===== src/rtl/cyt_byp_pkg.sv =====
// cyt_byp_pkg: shared defaults, requester id type and counter width for the bypass arbiters
package cyt_byp_pkg;
    localparam int CMD_W_DEF = 96;
    localparam int STS_W_DEF = 16;
    typedef logic [2:0] req_id_t;
    function automatic int cnt_w(input int max_out);
        return $clog2(max_out) + 1;
    endfunction
endpackage


===== src/rtl/cyt_byp_rd_arbiter_if.sv =====
// cyt_byp_rd_arbiter_if: requester-side and shell-side bypass handshakes of the arbiter
interface cyt_byp_rd_arbiter_if import cyt_byp_pkg::*; #(
    parameter int N_REQ = 4,
    parameter int CMD_W = CMD_W_DEF,
    parameter int STS_W = STS_W_DEF,
    parameter int MAX_OUT = 16
);
    logic [N_REQ-1:0] s_cmd_valid;
    logic [N_REQ-1:0] s_cmd_ready;
    logic [N_REQ*CMD_W-1:0] s_cmd_data;
    logic m_cmd_valid;
    logic m_cmd_ready;
    logic [CMD_W-1:0] m_cmd_data;
    logic s_sts_valid;
    logic s_sts_ready;
    logic [STS_W-1:0] s_sts_data;
    logic [N_REQ-1:0] m_sts_valid;
    logic [N_REQ-1:0] m_sts_ready;
    logic [STS_W-1:0] m_sts_data;
    logic [cnt_w(MAX_OUT)-1:0] outstanding;
    logic err_orphan;
    modport master (
        input s_cmd_valid, s_cmd_data, m_cmd_ready, s_sts_valid, s_sts_data, m_sts_ready,
        output s_cmd_ready, m_cmd_valid, m_cmd_data, s_sts_ready, m_sts_valid, m_sts_data,
        output outstanding, err_orphan
    );
    modport slave (
        output s_cmd_valid, s_cmd_data, m_cmd_ready, s_sts_valid, s_sts_data, m_sts_ready,
        input s_cmd_ready, m_cmd_valid, m_cmd_data, s_sts_ready, m_sts_valid, m_sts_data,
        input outstanding, err_orphan
    );
endinterface


===== src/rtl/cyt_byp_id_fifo.sv =====
// cyt_byp_id_fifo: in-order requester id FIFO with a registered head and occupancy count
module cyt_byp_id_fifo import cyt_byp_pkg::*; #(
    parameter int DEPTH = 16
) (
    input  logic clk,
    input  logic rst_n,
    input  logic push,
    input  req_id_t din,
    input  logic pop,
    output req_id_t head,
    output logic empty,
    output logic full,
    output logic [cnt_w(DEPTH)-1:0] count
);
    localparam int AW = $clog2(DEPTH);
    req_id_t mem [DEPTH];
    logic [AW:0] wr_ptr, rd_ptr;
    logic [AW-1:0] rd_nxt;
    assign count = wr_ptr - rd_ptr;
    assign empty = wr_ptr == rd_ptr;
    assign full = (wr_ptr[AW] != rd_ptr[AW]) && (wr_ptr[AW-1:0] == rd_ptr[AW-1:0]);
    assign rd_nxt = rd_ptr[AW-1:0] + AW'(1);
    always_ff @(posedge clk)
        if (push) mem[wr_ptr[AW-1:0]] <= din;
    // head must already hold the id in the cycle right after its push
    always_ff @(posedge clk or negedge rst_n)
        if (!rst_n) begin
            wr_ptr <= '0;
            rd_ptr <= '0;
            head <= '0;
        end else begin
            if (push) wr_ptr <= wr_ptr + 1'b1;
            if (pop) rd_ptr <= rd_ptr + 1'b1;
            if (push && (empty || (pop && count == (AW+1)'(1)))) head <= din;
            else if (pop) head <= mem[rd_nxt];
        end
endmodule


===== src/rtl/cyt_byp_rd_arbiter.sv =====
// cyt_byp_rd_arbiter: round-robin share of the bypass read channel with in-order status return
module cyt_byp_rd_arbiter import cyt_byp_pkg::*; #(
    parameter int N_REQ = 4,
    parameter int CMD_W = CMD_W_DEF,
    parameter int STS_W = STS_W_DEF,
    parameter int MAX_OUT = 16
) (
    input logic aclk,
    input logic aresetn,
    cyt_byp_rd_arbiter_if.master bus
);
    localparam int PW = $clog2(N_REQ);
    logic [PW-1:0] rr_ptr, gnt;
    logic gnt_v, acc, pop, empty, full;
    req_id_t head;
    logic [N_REQ-1:0] head_oh;
    logic [cnt_w(MAX_OUT)-1:0] cnt;
    // descending scan so the requester closest to rr_ptr wins
    always_comb begin
        gnt_v = 1'b0;
        gnt = '0;
        for (int k = N_REQ - 1; k >= 0; k--)
            if (|(bus.s_cmd_valid & (N_REQ'(1) << ((int'(rr_ptr) + k) % N_REQ)))) begin
                gnt_v = 1'b1;
                gnt = PW'((int'(rr_ptr) + k) % N_REQ);
            end
    end
    assign acc = aresetn & gnt_v & (~bus.m_cmd_valid | bus.m_cmd_ready) & ~full;
    assign bus.s_cmd_ready = acc ? N_REQ'(1) << gnt : '0;
    assign head_oh = N_REQ'(1) << head;
    assign bus.m_sts_valid = (bus.s_sts_valid & ~empty) ? head_oh : '0;
    assign bus.m_sts_data = STS_W'(bus.s_sts_data);
    assign bus.s_sts_ready = empty | (|(bus.m_sts_ready & head_oh));
    assign pop = bus.s_sts_valid & bus.s_sts_ready & ~empty;
    assign bus.outstanding = cnt;
    always_ff @(posedge aclk or negedge aresetn)
        if (!aresetn) begin
            rr_ptr <= '0;
            bus.m_cmd_valid <= 1'b0;
            bus.m_cmd_data <= '0;
            bus.err_orphan <= 1'b0;
        end else begin
            if (acc) begin
                bus.m_cmd_valid <= 1'b1;
                bus.m_cmd_data <= bus.s_cmd_data[int'(gnt)*CMD_W +: CMD_W];
                rr_ptr <= (int'(gnt) == N_REQ - 1) ? '0 : gnt + 1'b1;
            end else if (bus.m_cmd_ready) bus.m_cmd_valid <= 1'b0;
            if (bus.s_sts_valid & empty) bus.err_orphan <= 1'b1;
        end
    cyt_byp_id_fifo #(.DEPTH(MAX_OUT)) u_id_fifo (
        .clk(aclk),
        .rst_n(aresetn),
        .push(acc),
        .din(req_id_t'(gnt)),
        .pop(pop),
        .head(head),
        .empty(empty),
        .full(full),
        .count(cnt)
    );
endmodule

===== src/flat_wrapper.sv =====
// flat-port wrapper written by rule: the top's interface ports become plain ports
module cyt_byp_rd_arbiter_flat import cyt_byp_pkg::*;
#(
    parameter int N_REQ = 4,
    parameter int CMD_W = CMD_W_DEF,
    parameter int STS_W = STS_W_DEF,
    parameter int MAX_OUT = 16
)
  (aclk, aresetn, bus_s_cmd_valid, bus_s_cmd_data, bus_m_cmd_ready, bus_s_sts_valid, bus_s_sts_data, bus_m_sts_ready, bus_s_cmd_ready, bus_m_cmd_valid, bus_m_cmd_data, bus_s_sts_ready, bus_m_sts_valid, bus_m_sts_data, bus_outstanding, bus_err_orphan);
  cyt_byp_rd_arbiter_if #(.N_REQ(N_REQ), .CMD_W(CMD_W), .STS_W(STS_W), .MAX_OUT(MAX_OUT)) bus_i ();
  input logic aclk;
  input logic aresetn;
  input wire logic [$bits(bus_i.s_cmd_valid)-1:0] bus_s_cmd_valid;
  input wire logic [$bits(bus_i.s_cmd_data)-1:0] bus_s_cmd_data;
  input wire logic [$bits(bus_i.m_cmd_ready)-1:0] bus_m_cmd_ready;
  input wire logic [$bits(bus_i.s_sts_valid)-1:0] bus_s_sts_valid;
  input wire logic [$bits(bus_i.s_sts_data)-1:0] bus_s_sts_data;
  input wire logic [$bits(bus_i.m_sts_ready)-1:0] bus_m_sts_ready;
  output wire logic [$bits(bus_i.s_cmd_ready)-1:0] bus_s_cmd_ready;
  output wire logic [$bits(bus_i.m_cmd_valid)-1:0] bus_m_cmd_valid;
  output wire logic [$bits(bus_i.m_cmd_data)-1:0] bus_m_cmd_data;
  output wire logic [$bits(bus_i.s_sts_ready)-1:0] bus_s_sts_ready;
  output wire logic [$bits(bus_i.m_sts_valid)-1:0] bus_m_sts_valid;
  output wire logic [$bits(bus_i.m_sts_data)-1:0] bus_m_sts_data;
  output wire logic [$bits(bus_i.outstanding)-1:0] bus_outstanding;
  output wire logic [$bits(bus_i.err_orphan)-1:0] bus_err_orphan;
  assign bus_i.s_cmd_valid = bus_s_cmd_valid;
  assign bus_i.s_cmd_data = bus_s_cmd_data;
  assign bus_i.m_cmd_ready = bus_m_cmd_ready;
  assign bus_i.s_sts_valid = bus_s_sts_valid;
  assign bus_i.s_sts_data = bus_s_sts_data;
  assign bus_i.m_sts_ready = bus_m_sts_ready;
  assign bus_s_cmd_ready = bus_i.s_cmd_ready;
  assign bus_m_cmd_valid = bus_i.m_cmd_valid;
  assign bus_m_cmd_data = bus_i.m_cmd_data;
  assign bus_s_sts_ready = bus_i.s_sts_ready;
  assign bus_m_sts_valid = bus_i.m_sts_valid;
  assign bus_m_sts_data = bus_i.m_sts_data;
  assign bus_outstanding = bus_i.outstanding;
  assign bus_err_orphan = bus_i.err_orphan;
  cyt_byp_rd_arbiter #(.N_REQ(N_REQ), .CMD_W(CMD_W), .STS_W(STS_W), .MAX_OUT(MAX_OUT)) u_core (.aclk(aclk), .aresetn(aresetn), .bus(bus_i));
endmodule

===== config.mk =====
export PLATFORM = sky130hd
export DESIGN_NAME = cyt_byp_rd_arbiter_flat
export DESIGN_NICKNAME = d
export VERILOG_FILES = /design/src/rtl/cyt_byp_pkg.sv /design/src/rtl/cyt_byp_rd_arbiter_if.sv /design/src/rtl/cyt_byp_id_fifo.sv /design/src/rtl/cyt_byp_rd_arbiter.sv /design/src/flat_wrapper.sv
export SDC_FILE = /design/constraint.sdc
export NUM_CORES = 1
export LEC_CHECK = 0
export BUFFER_PORTS_ARGS = -buffer_cell sky130_fd_sc_hd__buf_2
export CORE_AREA = 3 3 210 212
export DETAILED_ROUTE_END_ITERATION = 10
export DIE_AREA = 0 0 213 215
export GPL_ROUTABILITY_DRIVEN = 0
export PLACE_DENSITY = 0.54
export SLEW_MARGIN = 0
export SYNTH_ARGS = -nofsm -noshare
export SYNTH_HDL_FRONTEND = slang
export SYNTH_SLANG_ARGS = --single-unit
export TNS_END_PERCENT = 10

===== constraint.sdc =====
create_clock -name aclk -period 9.3 [get_ports aclk]
set_input_delay 1.86 -clock aclk [delete_from_list [all_inputs] [get_ports aclk]]
set_output_delay 1.86 -clock aclk [all_outputs]
set_load 0.02 [all_outputs]

==> results of run 1 <==
-- cell usage after synthesis, types with 11 or more instances --
| master | instances |
|---|---|
| a31o_1 | 38 |
| a31o_2 | 58 |
| buf_2 | 29 |
| buf_4 | 21 |
| clkbuf_1 | 117 |
| dfrtp_1 | 112 |
| edfxtp_1 | 32 |
| ha_1 | 18 |
| inv_1 | 201 |
| mux4_2 | 11 |
| nand2_1 | 16 |
| nor2_1 | 13 |
| nor2b_1 | 97 |
| o211ai_1 | 193 |
| o221ai_1 | 192 |
-- cell families after synthesis --
group / after synthesis / synth area share (%)
buf+inv: 373 / 13.76
fa+ha+maj: 19 / 2.226
xor+xnor: 13 / 1.034
flops: 144 / 34.17
simple gates: 156 / 8.212
compound gates: 508 / 37.99
mux: 15 / 2.612
-- critical path: stages --
cell and delay (ns):
buf_2 0.13, a22o_1 0.25, a221oi_2 0.52, o21ai_1 0.18, o311ai_4 0.28, buf_4 0.59
clkinv_2 0.91, ha_1 0.54, and2_1 0.14, buf_2 0.16
-- how the worst max path moves through the flow --
stage                         end                from
2_1_floorplan  bus_s_cmd_ready[0]  bus_s_cmd_valid[0]
3_3_place_gp   bus_s_cmd_ready[0]  bus_s_cmd_valid[0]
3_5_place_dp   bus_s_cmd_ready[0]  bus_s_cmd_valid[0]
4_1_cts        bus_s_cmd_ready[0]  bus_s_cmd_valid[0]
5_1_grt        bus_s_cmd_ready[0]  bus_s_cmd_valid[0]
6_report       bus_s_cmd_ready[0]  bus_s_cmd_valid[0]
-- area by class of cell --
cell class	instances	area [µm²]
multi-input combinational	711	5772
sequential	144	3764
tap	539	674.4
inverter	204	777.0
clock buffer	18	439.2
timing repair buffer	525	2679
clock inverter	14	143.9
antenna	11	27.53
fill	4427	27860
-- power by group --
group | switching, mW | leakage (nW) | internal, mW
logic | 3.20 | 4.59 | 1.63
registers | 0.175 | 1.66 | 0.980
clock network | 0.321 | 0.292 | 0.386
total | 3.70 | 6.54 | 3.00
-- stage by stage --
step	total power, mW	area (µm²)
finish	6.697	14280
global route	7.198	14270
CTS	6.724	14250
detailed placement	5.992	13670
global placement	5.933	13670
floorplan	4.699	11020
-- routing by layer --
| layer | vias to the layer above | part of all wire, % | track usage (%) |
|---|---|---|---|
| li1 | 5432 | - | - |
| met1 | 5726 | 41 | 24.54 |
| met2 | 509 | 49 | 31.82 |
| met3 | 79 | 7.3 | 4.740 |
| met4 | 2 | 2.5 | 6.476 |
| met5 | - | 0.015 | 0 |
-- sequential cells by signal, indices dropped and copies added, names as in the netlist --
name and flops:
u_core.u_id_fifo.mem 32, u_core.u_id_fifo.wr_ptr 5, u_core.bus.err_orphan 1, u_core.rr_ptr 2
u_core.bus.m_cmd_valid 1, u_core.u_id_fifo.head 2, u_core.bus.m_cmd_data 96, u_core.u_id_fifo.rd_ptr 5
==> results.cfg, run 1 <==
[worst_hold_path]
whs_path_depth = 1
worstHoldPathType = register to register
worstHoldStart = u_core.bus.err_orphan
holdPathEnd = u_core.bus.err_orphan

[critical_path]
cp.arrival_ns = 5.59
r2r_cells = 11
worstPathRequired_ns = 7.44
critPathMaxFanout = 62
rrSetupSlack_ns = 4.34
r2r_end = u_core.bus.m_cmd_data[31]
r2r_start = u_core.rr_ptr[0]
end_kind = primary output
path_class = input pin to primary output
cp-start-kind = input pin

[placed_design]
io_buffers = 507
dpl_worst_slack_ns = 1.808
dp_cells = 2123
place.detailed.hpwl_um = 32290

[clock_tree]
cts_setup_buffers = 0
clk_latency_ns = 0.44
hold_buffers = 0
cts_tree = built
cts_buffer_depth = 2
clk_pin_slew_worst_paths_ns = 0.07
ctsResizeCount = 0
clock-sinks = 144
htreeDepth = 4
cts_buffers = 17
cts-root-buf = clkbuf_16

[sta]
skew_ns = 0.006722
period_share_pct = 80.09
setup_slack_ns = 1.852
fin_hold_ws_ns = 0.4643
slew_viol_final = 0
setup_tns_ns = 0
setup_viol = 0
slew_headroom_pct = 33.83
grt_setup_unrepaired = no
finalHoldViolCount = 0
max_freq_mhz = 134.3
min_period_ns = 7.448
worst_pin_slew_ns = 0.9925

[die]
start_util_pct = 26.14
rows = 75
dieArea_um2 = 45800
dieWidth_um = 213
io_pins = 540
core_area_um2 = 42130
die_y_um = 215

[synthesis]
post-synth-top-area-fraction_pct = 25.44
avgSynthCellArea_um2 = 8.970
synth_warnings = 0
synthArstFlopShare_pct = 77.78
synth_nets = 1659
synth_ff_type = dfrtp_1
ys_seq_area_share_pct = 34.17
netlist_instances = 1228
synth_seq_cells = 144
yosys.area.top_type = dfrtp_1
synth-edff-count = 32
ys_top_cells_by_area = dfrtp_1 (25%), o221ai_1 (15%), o211ai_1 (13%)
ys_types = 47
syn_area_um2 = 11020

[finish]
drive_gt1_share_pct = 39.36
syn_to_final_growth_pct = 29.60
post-route-util_pct = 33.88
final_common_cell = buf_2
fin_nets = 2034
instances_no_fill = 2166
mostFrequentLayoutCells = buf_2 (506), inv_1 (201), o211ai_1 (193)

[power]
power.density_nw_per_um2 = 469.1
p_leak_nw = 6.538
ir_worst_vdd_mv = 0.4380

[global_routing]
grt_use_total_pct = 19.27
grt_max_degree = 97
grt_pass1_wl_um = 69460
grt_antenna_before_repair = 12
grt_pass1_vias = 11754
grt_overflow_total = 0

[run_status]
status = finished, final reports clean

[run]
drv_cap = 0

[detailed_routing]
viasPerCell = 5.424
ant_nets = 0
vias = 11748
first_pass_iters = 5
wl_um = 46100
drc_errors = 0
drt-initial-drc-count = 847
routedWlPerCell_um = 21.28
(Power assumes the default switching activity.)
==> run 2, diff against run 1 <==
ABC_AREA = 1   (was unset)
CORE_AREA = 3 3 211 213   (was 3 3 210 212)
DIE_AREA = 0 0 214 216   (was 0 0 213 215)
PLACE_DENSITY = 0.55   (was 0.54)
clock period = 6.3 ns   (was 9.3 ns; I/O delays follow)
==> run 2 against run 1 <==
  * Setup slack lost 0.23 ns
  * Worst hold slack lost 0.0064 ns
  * Cell area shrank 1.9%
  * Critical path depth grew 4
  * Sequential share of layout area grew 0.50 points
  * Area after synthesis shrank 2.6%
  * Register-to-register slack lost 1.6 ns
==> results.cfg, run 2 <==
[run_status]
status = finished, final reports clean

[critical_path]
cp.buffers_inverters = 5
crit_path_frequent_cell = nand2_1
path_delay_family = simple AND/OR/NAND/NOR gates
r2r_start = u_core.rr_ptr[0]
path_cells = buf_2 -> nand2_1 -> nand2_1 -> inv_2 -> nand2_2 -> nand2_1 -> nand2_1 -> nand2_4 -> nand2_8 -> inv_2 -> ha_1 -> inv_1 -> nor2_1 -> buf_2
cp-start-kind = input pin
cp_slowest_cell = nand2_4
path_class = input pin to primary output
end_kind = primary output
critPathMaxFanout = 68
r2r_end = u_core.bus.m_cmd_data[89]
rrSetupSlack_ns = 2.73
slowest_delay_ns = 0.51
cp.arrival_ns = 3.42
worstPathRequired_ns = 5.04
r2r_cells = 15
cp_num_cells = 14

[die]
core_area_um2 = 42890
rows = 76
dieWidth_um = 214
io_pins = 540
dieArea_um2 = 46220
start_util_pct = 25.02
die_y_um = 216

[finish]
mostFrequentLayoutCells = nand2_1 (830), buf_2 (506), nand3_1 (215)
top_register = u_core.bus.m_cmd_data
final_common_cell = nand2_1
fin_nets = 2522
largest_reg_flops = 96
syn_to_final_growth_pct = 30.53
drive_gt1_share_pct = 26.90

[synthesis]
yosys.area.top_type = nand2_1
yosysMostFrequentCell = nand2_1
synth-edff-count = 32
ys_top_cells_by_count = nand2_1 (832), nand3_1 (215), inv_1 (127)
ys_seq_area_share_pct = 35.07
synth_ff_type = dfrtp_1
synth_nets = 2112
ys_top_cells_by_area = nand2_1 (29%), dfrtp_1 (26%), nand3_1 (10%)
synth_seq_cells = 144
synthArstFlopShare_pct = 77.78
syn_area_um2 = 10730
post-synth-top-area-fraction_pct = 29.10
avgSynthCellArea_um2 = 6.384
synth_warnings = 0
netlist_instances = 1681
ys_types = 30

[sta]
grt_setup_unrepaired = no
fin_hold_ws_ns = 0.4579
setup_slack_ns = 1.623
max_freq_mhz = 213.8
slew_viol_final = 0
setup_tns_ns = 0
min_period_ns = 4.677
skew_ns = 0.008339
slew_headroom_pct = 24.70
worst_pin_slew_ns = 1.130
period_share_pct = 74.24
finalHoldViolCount = 0
setup_viol = 0

[detailed_routing]
drt-initial-drc-count = 644
vias = 12149
viasPerCell = 4.508
wl_um = 42840
ant_nets = 0
drc_errors = 0
first_pass_iters = 5
routedWlPerCell_um = 15.90

[global_routing]
grt_antenna_before_repair = 12
grt_max_degree = 146
grt_overflow_total = 0
grt_pass1_vias = 12044
grt_use_total_pct = 18.09
grt_pass1_wl_um = 66580

[clock_tree]
htreeDepth = 4
cts_tree = built
clock-sinks = 144
cts-root-buf = clkbuf_16
ctsResizeCount = 0
clk_pin_slew_worst_paths_ns = 0.07
hold_buffers = 0
cts_buffer_depth = 2
clk_latency_ns = 0.44
cts_buffers = 17
cts_setup_buffers = 0

[power]
power.density_nw_per_um2 = 651.6
p_leak_nw = 8.176
ir_worst_vdd_mv = 0.4565

[worst_hold_path]
worstHoldStart = u_core.bus.err_orphan
holdPathEnd = u_core.bus.err_orphan
worstHoldPathType = register to register
whs_path_depth = 1

[placed_design]
dpl_worst_slack_ns = 1.562
place.detailed.hpwl_um = 32450
io_buffers = 507

[run]
drv_cap = 0
## run 2: worst register-to-register path, delay by kind of cell, from the launching register on
family	cells	cell delay, ns
and+or+nand+nor	11	2.12
buffers and inverters	3	0.60
DFF	1	0.48
adders and majority gates	1	0.26
## run 2: metrics by stage
step | cells | cell area (µm²) | total power [mW] | util (%)
after floorplan | 1681 | 10730 | 6.499 | -
after global placement | 2657 | 13430 | 8.206 | 31.32
after detailed placement | 2657 | 13430 | 8.283 | 31.32
after CTS | 2689 | 13990 | 9.298 | 32.63
after global routing | 2692 | 14000 | 10.16 | 32.65
final | 2695 | 14010 | 9.128 | 32.66
## run 2: kinds of logic after synthesis
family                     share of synthesized area (%)
DFF                                                35.07
buffers and inverters                              11.26
AOI/OAI and AO/OA                                  1.842
xor gates and xnor gates                          0.8161
and+or+nand+nor                                    48.72
adders and majority gates                          2.285
## run 2: report_power, final
group          switching, mW  internal, mW
sequential             0.251          1.42
clock                  0.451         0.526
combinational           4.58          1.91
total                   5.28          3.85
## run 2: how the worst max path moves through the flow
stage / slack [ns] / start / end
after CTS: 1.59 / bus_s_cmd_valid[3] / bus_s_cmd_ready[0]
after floorplan: 2.39 / bus_s_cmd_valid[2] / bus_s_cmd_ready[3]
final: 1.62 / bus_s_cmd_valid[0] / bus_s_cmd_ready[0]
after detailed placement: 1.56 / bus_s_cmd_valid[3] / bus_s_cmd_ready[0]
after global placement: 1.63 / bus_s_cmd_valid[2] / bus_s_cmd_ready[0]
after global routing: 1.35 / u_core.rr_ptr[0] / bus_s_cmd_ready[2]
## run 2: final cells by class
cell class                 instances  area (µm²)
inverter                         133       504.2
tap                              585       732.0
antenna                            6       15.01
sequential                       144        3764
fill                            4799       28880
timing repair buffer             518        2635
clock inverter                    14       121.4
multi-input combinational       1277        5798
clock buffer                      18       439.2
## run 2: routing by layer
| layer | wire length [µm] | vias to the layer above | part of all wire, % | GRT usage, % |
|---|---|---|---|---|
| met5 | 55 | - | 0.13 | 0 |
| met1 | 17710 | 5649 | 41 | 22.07 |
| met4 | 635 | 8 | 1.5 | 4.153 |
| met2 | 21730 | 398 | 51 | 32.11 |
| met3 | 2710 | 43 | 6.3 | 4.520 |
| li1 | - | 6051 | - | - |
